## src/rtl/coffee_pkg.sv

```systemverilog
// rtl/coffee_pkg.sv - shared state encodings and default timing for the coffee dispenser
package coffee_pkg;

  typedef enum logic [2:0] {
    IDLE,
    CUP,
    POWDER,
    WATER,
    DONE
  } brew_state_e;

  typedef enum logic [1:0] {
    RIDLE,
    RPULSE,
    RGAP
  } ret_state_e;

  localparam int CUP_CYC_DEF    = 4;
  localparam int POWDER_CYC_DEF = 3;
  localparam int WATER_CYC_DEF  = 8;
  localparam int RET_CYC_DEF    = 2;
  localparam int RET_GAP_DEF    = 2;
  localparam int RET_W_DEF      = 3;

  function automatic int max5(input int a, input int b, input int c, input int d, input int e);
    int m;
    m = a;
    if (b > m) m = b;
    if (c > m) m = c;
    if (d > m) m = d;
    if (e > m) m = e;
    return m;
  endfunction

endpackage

```

## src/rtl/coffee_ret_unit.sv

```systemverilog
// rtl/coffee_ret_unit.sv - coin return channel: pending counter, pulse/gap FSM, saturation error
module coffee_ret_unit
  import coffee_pkg::*;
#(
  parameter int RET_CYC = RET_CYC_DEF,
  parameter int RET_GAP = RET_GAP_DEF,
  parameter int RET_W   = RET_W_DEF,
  parameter int CNT_W   = 3
) (
  input  logic             clk,
  input  logic             rst,
  input  logic             ret_i,
  output logic             coin_ret_o,
  output logic [RET_W-1:0] ret_pend_o,
  output logic             err_o
);

  localparam logic [RET_W-1:0] PEND_MAX = '1;

  ret_state_e       state_q, state_d;
  logic [CNT_W-1:0] cnt_q, cnt_d;
  logic [RET_W-1:0] pend_q, pend_d;
  logic             err_q, err_d;
  logic             coin_q, coin_d;
  logic             dec;

  assign dec = (state_q == RGAP) && (cnt_q == '0);

  always_ff @(posedge clk or posedge rst) begin
    if (rst) begin
      state_q <= RIDLE;
      cnt_q   <= '0;
      pend_q  <= '0;
      err_q   <= 1'b0;
      coin_q  <= 1'b0;
    end else begin
      state_q <= state_d;
      cnt_q   <= cnt_d;
      pend_q  <= pend_d;
      err_q   <= err_d;
      coin_q  <= coin_d;
    end
  end

  always_comb begin
    pend_d  = pend_q;
    err_d   = err_q;
    state_d = state_q;
    cnt_d   = cnt_q;
    // A request and a retirement in the same cycle cancel out.
    case ({ret_i, dec})
      2'b10: begin
        if (pend_q == PEND_MAX) err_d = 1'b1;
        else                    pend_d = pend_q + 1'b1;
      end
      2'b01:   pend_d = pend_q - 1'b1;
      default: pend_d = pend_q;
    endcase
    case (state_q)
      RIDLE: begin
        if (pend_q != '0) begin
          state_d = RPULSE;
          cnt_d   = CNT_W'(RET_CYC - 1);
        end
      end
      RPULSE: begin
        if (cnt_q == '0) begin
          state_d = RGAP;
          cnt_d   = CNT_W'(RET_GAP - 1);
        end else begin
          cnt_d = cnt_q - 1'b1;
        end
      end
      RGAP: begin
        // Chain straight into the next pulse so the cadence stays RET_CYC+RET_GAP.
        if (cnt_q == '0) begin
          if (pend_d != '0) begin
            state_d = RPULSE;
            cnt_d   = CNT_W'(RET_CYC - 1);
          end else begin
            state_d = RIDLE;
          end
        end else begin
          cnt_d = cnt_q - 1'b1;
        end
      end
      default: state_d = RIDLE;
    endcase
  end

  always_comb begin
    coin_d = (state_d == RPULSE);
  end

  assign coin_ret_o = coin_q;
  assign ret_pend_o = pend_q;
  assign err_o      = err_q;

endmodule

```

## src/rtl/coffee_dispenser.sv

```systemverilog
// rtl/coffee_dispenser.sv - brew sequencer with one-deep sale queue plus coin return channel
module coffee_dispenser
  import coffee_pkg::*;
#(
  parameter int CUP_CYC    = CUP_CYC_DEF,
  parameter int POWDER_CYC = POWDER_CYC_DEF,
  parameter int WATER_CYC  = WATER_CYC_DEF,
  parameter int RET_CYC    = RET_CYC_DEF,
  parameter int RET_GAP    = RET_GAP_DEF,
  parameter int RET_W      = RET_W_DEF
) (
  input  logic             CLK,
  input  logic             RST,
  input  logic             sale,
  input  logic             ret,
  output logic             cup_o,
  output logic             powder_o,
  output logic             water_o,
  output logic             coin_ret_o,
  output logic             busy,
  output logic             done,
  output logic [RET_W-1:0] ret_pend,
  output logic             err
);

  localparam int CNT_W = $clog2(max5(CUP_CYC, POWDER_CYC, WATER_CYC, RET_CYC, RET_GAP)) + 1;

  brew_state_e      state_q, state_d;
  logic [CNT_W-1:0] cnt_q, cnt_d;
  logic             sale_q, sale_d;
  logic             berr_q, berr_d;
  logic             cup_q, powder_q, water_q, done_q, busy_q;
  logic             cup_d, powder_d, water_d, done_d, busy_d;
  logic             ret_err;

  always_ff @(posedge CLK or posedge RST) begin
    if (RST) begin
      state_q  <= IDLE;
      cnt_q    <= '0;
      sale_q   <= 1'b0;
      berr_q   <= 1'b0;
      cup_q    <= 1'b0;
      powder_q <= 1'b0;
      water_q  <= 1'b0;
      done_q   <= 1'b0;
      busy_q   <= 1'b0;
    end else begin
      state_q  <= state_d;
      cnt_q    <= cnt_d;
      sale_q   <= sale_d;
      berr_q   <= berr_d;
      cup_q    <= cup_d;
      powder_q <= powder_d;
      water_q  <= water_d;
      done_q   <= done_d;
      busy_q   <= busy_d;
    end
  end

  always_comb begin
    state_d = state_q;
    cnt_d   = cnt_q;
    sale_d  = sale_q;
    berr_d  = berr_q;
    if (state_q != IDLE && sale) begin
      if (sale_q) berr_d = 1'b1;
      else        sale_d = 1'b1;
    end
    case (state_q)
      IDLE: begin
        if (sale) begin
          state_d = CUP;
          cnt_d   = CNT_W'(CUP_CYC - 1);
        end
      end
      CUP: begin
        if (cnt_q == '0) begin
          state_d = POWDER;
          cnt_d   = CNT_W'(POWDER_CYC - 1);
        end else begin
          cnt_d = cnt_q - 1'b1;
        end
      end
      POWDER: begin
        if (cnt_q == '0) begin
          state_d = WATER;
          cnt_d   = CNT_W'(WATER_CYC - 1);
        end else begin
          cnt_d = cnt_q - 1'b1;
        end
      end
      WATER: begin
        if (cnt_q == '0) state_d = DONE;
        else             cnt_d = cnt_q - 1'b1;
      end
      DONE: begin
        // A sale seen during DONE itself is consumed here rather than idling first.
        if (sale_q || sale) begin
          state_d = CUP;
          cnt_d   = CNT_W'(CUP_CYC - 1);
          sale_d  = 1'b0;
        end else begin
          state_d = IDLE;
        end
      end
      default: state_d = IDLE;
    endcase
  end

  always_comb begin
    cup_d    = (state_d == CUP);
    powder_d = (state_d == POWDER);
    water_d  = (state_d == WATER);
    done_d   = (state_d == DONE);
    busy_d   = (state_d != IDLE) || sale_d;
  end

  coffee_ret_unit #(
    .RET_CYC (RET_CYC),
    .RET_GAP (RET_GAP),
    .RET_W   (RET_W),
    .CNT_W   (CNT_W)
  ) u_ret (
    .clk        (CLK),
    .rst        (RST),
    .ret_i      (ret),
    .coin_ret_o (coin_ret_o),
    .ret_pend_o (ret_pend),
    .err_o      (ret_err)
  );

  assign cup_o    = cup_q;
  assign powder_o = powder_q;
  assign water_o  = water_q;
  assign done     = done_q;
  assign busy     = busy_q;
  assign err      = berr_q | ret_err;

endmodule

```

## config.mk

```make
export PLATFORM = sky130hd
export DESIGN_NAME = coffee_dispenser
export DESIGN_NICKNAME = d
export VERILOG_FILES = /design/src/rtl/coffee_pkg.sv /design/src/rtl/coffee_ret_unit.sv /design/src/rtl/coffee_dispenser.sv
export SDC_FILE = /design/constraint.sdc
export NUM_CORES = 1
export LEC_CHECK = 0
export BUFFER_PORTS_ARGS = -buffer_cell sky130_fd_sc_hd__buf_2
export CAP_MARGIN = 0
export CORE_ASPECT_RATIO = 1.2
export CORE_MARGIN = 2
export CORE_UTILIZATION = 50
export DETAILED_ROUTE_END_ITERATION = 16
export PLACE_DENSITY = 0.69
export SLEW_MARGIN = 20
export SYNTH_ARGS = -nofsm -noshare
export SYNTH_HDL_FRONTEND = slang
export SYNTH_SLANG_ARGS = --single-unit
```

## constraint.sdc

```tcl
create_clock -name CLK -period 2.59 [get_ports CLK]
set_input_delay 0 -clock CLK [delete_from_list [all_inputs] [get_ports CLK]]
set_output_delay 0 -clock CLK [all_outputs]
set_load 0.01 [all_outputs]
```

==> impl_metrics.tcl, run 1 <==
set metrics [dict create \
    status "complete, no violations" \
    cts_setup_buffers 0 \
    path_max_fanout 6 \
    fmax_ghz 0.4303 \
    antenna_found_initial 0 \
    synth_warnings 0 \
    yosysMostFrequentCell "dfrtp_1" \
    vias 1122 \
    tritoncts "done" \
    synthesis.area_um2 1434 \
    die_area_um2 3314 \
    drt_iter0_drc 18 \
    worst_slew_pin_slew_ns 0.9243 \
    drv_slew 0 \
    fin_crit_ns 2.324 \
    avgSynthCellArea_um2 9.372 \
    synth_top_area_cell "dfrtp_1" \
    seq_area_frac_synth_pct 43.63 \
    dominantRegCellSynth "dfrtp_1" \
    critPathKind "flop to flop" \
    nNetsFinal 185 \
    cp_num_buf_inv 2 \
    io_buffers 13 \
    min-delay-start "ret" \
    first_pass_iters 4 \
    cts_made_buffers 3 \
    vias_per_cell 5.554 \
    clk_latency_ns 0.31 \
    wl_per_cell_um 13.11 \
    critPathMaxStageDelay_ns 0.41 \
    diodes 0 \
    drive_gt1_share_pct 17.86 \
    regToRegEndpoint "u_ret.cnt_q[0]$_DFFE_PP0P_" \
    route.met3.wl_um 70 \
    place_hpwl_um 2006 \
    grt_pass1_wl_um 4678 \
    cp.required_ns 2.78 \
    hold_path.class "primary input to flop" \
    arrival_ns 2.52 \
    root_buffer "clkbuf_4" \
    drt_wl_total_um 2648 \
    htree_levels 1 \
    powerDensity_nw_per_um2 1042 \
    synth_edf_count 0 \
    async_reset_ff_share_pct 100.0 \
    synth_commonest_cells "dfrtp_1 (25), inv_1 (15), o21ai_0 (15), ha_1 (12)" \
    io_pins 14 \
    cp_slowest_cell "dfrtp_1" \
    crit_path_end_kind "flop" \
    hold_violations 0 \
    wl_met2_um 1430 \
    place_area_um2 1525 \
    p_leak_nw 0.7635 \
    ant_nets 0 \
    syn_nets 169 \
    rr_worst_depth 11 \
    grt_usage_pct 18.50 \
    clockBufferDepth 2 \
    min_period_over_period_pct 89.72 \
    grt_overflow 0 \
    row_count 21 \
    start_kind "flop" \
    crit_chain "inv_1 > ha_1 > nor3b_2 > nand2_1 > inv_1 > ha_1 > o21ai_0 > nand4_1 > nand4b_1 > o21ai_0 > mux2i_1" \
    rsz0062_at_grt "false" \
    filler_cell_count 260 \
    peakVddDrop_mv 0.7294 \
    yosys-top-cells-area "dfrtp_1 (44%), ha_1 (10%), o21ai_0 (5.2%), inv_1 (3.9%), a21oi_1 (3.5%)" \
    drc 0 \
    postSynthCellCount 153 \
    setup_viol 0 \
    wl_met1_um 1114 \
    place_congestion 0.8487 \
    setup_tns_ns 0 \
    synthToLayoutAreaGrowth_pct 9.948 \
    clock_skew_ns 0.004702 \
    r2r_start "u_ret.cnt_q[0]$_DFFE_PP0P_" \
    dieHeight_um 62.66 \
    min_to "u_ret.err_o$_DFFE_PP0P_" \
    initial_core_util_pct 51.97 \
    hold_depth 3 \
    fin_util_pct 57.14 \
    grt_max_degree 26 \
    slew_headroom_pct 38.31 \
    cap_violations 0 \
    fin_area_um2 1577 \
    chipWidth_um 52.89 \
    ys_types 41 \
    crit_family "simple AND/OR/NAND/NOR gates" \
    cts_sinks 25 \
    clkTransAtPathRegs_ns 0.12 \
    route.top_layer_used "met4" \
    ff2ff_setup_slack_ns 0.27 \
    grt_pass1_vias 1094 \
    synth_seq_cells 25 \
    synth_top_area_share_pct 43.63 \
    coreArea_um2 2759 \
]
## metrics by stage
stage / power, mW / hold WS [ns] / instances / setup WS, ns
finish: 1.643 / 0.2133 / 202 / 0.2662
floorplan: 1.276 / 0.02732 / 153 / 0.3212
CTS: 1.653 / 0.2019 / 202 / 0.1651
detailed placement: 1.485 / 0.2559 / 196 / 0.1846
global placement: 1.454 / 0.2468 / 196 / 0.3124
global route: 1.828 / 0.2428 / 202 / 0.01754
## kinds of logic (layout without fill, tap and decap cells)
group,Yosys count,count (layout),share of synthesized area (%)
AND/OR/NAND/NOR,53,53,21.47
AO/OA/AOI/OAI,40,40,16.93
multiplexers,1,1,0.6981
adder cells (fa/ha/maj),12,12,10.47
XOR/XNOR,2,2,1.222
flip-flops,25,25,43.63
buffers and inverters,20,35,5.584
## cell usage in the layout, fill, tap and decap left out, types with 2 or more instances in the layout
cell type / n
a21o_1: 2
a21oi_1: 10
a31o_2: 3
buf_2: 13
clkbuf_4: 3
dfrtp_1: 25
dlygate4sd3_1: 2
ha_1: 12
inv_1: 15
nand2_1: 11
nand2b_1: 2
nand3b_1: 2
nand4b_1: 2
nor2_1: 11
nor2b_1: 2
nor3_1: 5
o21ai_0: 15
o21ai_1: 2
or2_2: 3
or3b_1: 2
xnor2_1: 2
## timing repair
action	4_1_cts	5_1_grt
resized for setup	0	1
setup endpoints to repair	0	2
hold endpoints to repair	27	0
hold buffers	2	0
## per-layer routing
metal / GRT usage (%) / vias to the layer above
met2: 32.19 / 23
met4: 5.769 / 0
met5: 0 / -
met3: 2.871 / 6
met1: 22.83 / 533
li1: - / 560
## sequential cells by signal, indices dropped and copies added (netlist names)
register,count
berr_q,1
busy,1
cnt_q,4
cup_o,1
done,1
powder_o,1
sale_q,1
state_q,3
u_ret.cnt_q,4
u_ret.coin_ret_o,1
u_ret.err_o,1
u_ret.ret_pend_o,3
u_ret.state_q,2
water_o,1
## worst max-delay path by stage
| stage | from | end | slack [ns] | cells after the start |
|---|---|---|---|---|
| floorplan | u_ret.cnt_q[0]$_DFFE_PP0P_ | u_ret.cnt_q[0]$_DFFE_PP0P_ | 0.32 | 11 |
| global placement | u_ret.cnt_q[0]$_DFFE_PP0P_ | u_ret.cnt_q[0]$_DFFE_PP0P_ | 0.31 | 11 |
| detailed placement | u_ret.cnt_q[0]$_DFFE_PP0P_ | u_ret.cnt_q[0]$_DFFE_PP0P_ | 0.18 | 11 |
| CTS | u_ret.cnt_q[0]$_DFFE_PP0P_ | u_ret.cnt_q[0]$_DFFE_PP0P_ | 0.17 | 11 |
| global route | u_ret.cnt_q[0]$_DFFE_PP0P_ | u_ret.cnt_q[0]$_DFFE_PP0P_ | 0.02 | 11 |
| finish | u_ret.cnt_q[0]$_DFFE_PP0P_ | u_ret.cnt_q[0]$_DFFE_PP0P_ | 0.27 | 11 |
## layout make-up
cell class	instances	area, um2	area share, %
clock buffer	4	26.28	1.667
inverter	15	56.30	3.571
timing repair buffer	16	92.59	5.873
sequential	25	625.6	39.68
tap	34	42.54	2.698
multi-input combinational	108	733.2	46.51
## power by group
part | switching (mW) | internal (mW)
Combinational | 0.452 | 0.361
Clock | 0.109 | 0.0601
Sequential | 0.138 | 0.522
## tightest hold or removal path, cell delays in order
cell and delay [ns]:
buf_2 0.09, ha_1 0.23, a31o_2 0.17
Power figures use the tool's default switching activity.
==> inputs of run 2 (changes only) <==
--- a/config.mk
+++ b/config.mk
@@ -9,9 +9,8 @@
 export CAP_MARGIN = 0
 export CORE_ASPECT_RATIO = 1.2
 export CORE_MARGIN = 2
-export CORE_UTILIZATION = 50
+export CORE_UTILIZATION = 32
 export DETAILED_ROUTE_END_ITERATION = 16
-export PLACE_DENSITY = 0.69
 export SLEW_MARGIN = 20
 export SYNTH_ARGS = -nofsm -noshare
 export SYNTH_HDL_FRONTEND = slang
==> impl_metrics.tcl, run 2 (synthesis results as in run 1) <==
set metrics [dict create \
    place_area_um2 1545 \
    drv_slew 0 \
    grt_usage_pct 11.45 \
    nNetsFinal 184 \
    io_buffers 13 \
    first_pass_iters 4 \
    drc 0 \
    coreArea_um2 4294 \
    hold-worst-slack_ns 0.04991 \
    hold_violations 0 \
    busiest_layer "met2" \
    fin_area_um2 1627 \
    clockBufferDepth 2 \
    ant_nets 0 \
    powerDensity_nw_per_um2 1053 \
    cp_slowest_cell "dfrtp_1" \
    rsz0062_at_grt "false" \
    chipWidth_um 65.11 \
    wl_per_cell_um 11.65 \
    die_area_um2 5034 \
    arrival_ns 2.45 \
    antenna_found_initial 0 \
    setup_viol 0 \
    grt_max_degree 26 \
    status "complete, no violations" \
    cts_made_buffers 3 \
    hold_path.class "primary input to flop" \
    vias_per_cell 4.857 \
    reg.largest.list "cnt_q x4, u_ret.cnt_q x4" \
    drive_gt1_share_pct 19.16 \
    fin_crit_ns 2.302 \
    crit_path_end_kind "flop" \
    io_pins 14 \
    fmax_ghz 0.4345 \
    setup_tns_ns 0 \
    worst_slew_pin_slew_ns 0.9074 \
    clkTransAtPathRegs_ns 0.08 \
    grt_pass1_wl_um 4560 \
    synthToLayoutAreaGrowth_pct 13.44 \
    drt_wl_total_um 2598 \
    drt_iter0_drc 41 \
    cp.required_ns 2.74 \
    layout.cells.non_filler 223 \
    met1_usage_pct 14.07 \
    layout_common_cells "dfrtp_1 (25), inv_1 (15), o21ai_0 (13), buf_2 (13), ha_1 (12)" \
    row_count 26 \
    grt_pass1_vias 1050 \
    clock_skew_ns 0.002362 \
    start_kind "flop" \
    vias 1083 \
    path_max_fanout 6 \
    critPathMaxStageDelay_ns 0.38 \
    grt_overflow 0 \
    grt_use_met3_pct 2.053 \
    cts_sinks 25 \
    root_buffer "clkbuf_8" \
    place_hpwl_um 2018 \
    tritoncts "done" \
    initial_core_util_pct 33.39 \
    htree_levels 1 \
    p_leak_nw 0.7678 \
    critPathKind "flop to flop" \
    cap_violations 0 \
    min_period_over_period_pct 88.87 \
    final_common_cell "dfrtp_1" \
    slew_headroom_pct 39.44 \
    peakVddDrop_mv 0.2935 \
    dieHeight_um 77.33 \
    crit_chain "inv_1 > ha_1 > nor3b_4 > nand2_1 > inv_1 > ha_1 > o21ai_1 > nand4_1 > nand4b_1 > o21ai_2 > mux2i_1" \
    dp.cells 217 \
    place_congestion 0.8348 \
    met2_usage_pct 20.00 \
    clk_latency_ns 0.26 \
    diodes 0 \
]
[run 2: repair_timing]
action                                  in CTS  in global routing
setup buffers                                0                  1
hold buffers                                 1                  0
resized for setup                            0                  6
hold endpoints to repair                    25                  0
endpoints found under the setup margin       0                  4
[run 2: area by class of cell]
class	count	area (um2)
Clock buffer	4	45.04
Fill cell	455	2668
Inverter	15	56.30
Multi-Input combinational cell	108	747.0
Sequential cell	25	625.6
Tap cell	56	70.07
Timing Repair Buffer	15	82.58
[run 2: critical path: cells and delay by family, from the launching register on]
kind	cells	cell delay (ns)
compound gates	2	0.31
fa+ha+maj	2	0.47
buf+inv	2	0.20
flops	1	0.38
mux	1	0.09
simple gates	4	0.74
[run 2: metrics by stage]
step | power [mW] | util [%] | worst slack [ns]
4_1_cts | 1.691 | 37.27 | 0.001867
6_report | 1.713 | 37.88 | 0.2882
2_1_floorplan | 1.276 | - | 0.3212
5_1_grt | 1.904 | 37.88 | 0.04126
3_3_place_gp | 1.459 | 35.98 | 0.07211
3_5_place_dp | 1.462 | 35.98 | 0.008429
[run 2: path summary, 6_finish.rpt]
check	startpoint	endpoint	slack [ns]	cells after the start
worst min register to register	u_ret.err_o$_DFFE_PP0P_	u_ret.err_o$_DFFE_PP0P_	0.47	1
worst max-delay path	u_ret.cnt_q[0]$_DFFE_PP0P_	u_ret.cnt_q[0]$_DFFE_PP0P_	0.29	11
max in group asynchronous	RST	u_ret.coin_ret_o$_DFF_PP0_	1.56	3
worst max register to register	u_ret.cnt_q[0]$_DFFE_PP0P_	u_ret.cnt_q[0]$_DFFE_PP0P_	0.29	11
worst min-delay path	sale	busy$_DFF_PP0_	0.05	3
min in group asynchronous	RST	water_o$_DFF_PP0_	0.48	3
[run 2: per-layer routing]
| layer | share of wire (%) | vias to the layer above |
|---|---|---|
| li1 | - | 554 |
| met5 | 0 | - |
| met4 | 1.2 | 0 |
| met2 | 51 | 13 |
| met3 | 2.4 | 4 |
| met1 | 46 | 512 |
[run 2: power breakdown]
part | internal (mW) | switching, mW | leakage (nW)
registers | 0.523 | 0.141 | 0.307
clock network | 0.110 | 0.114 | 0.0228
logic | 0.371 | 0.454 | 0.438
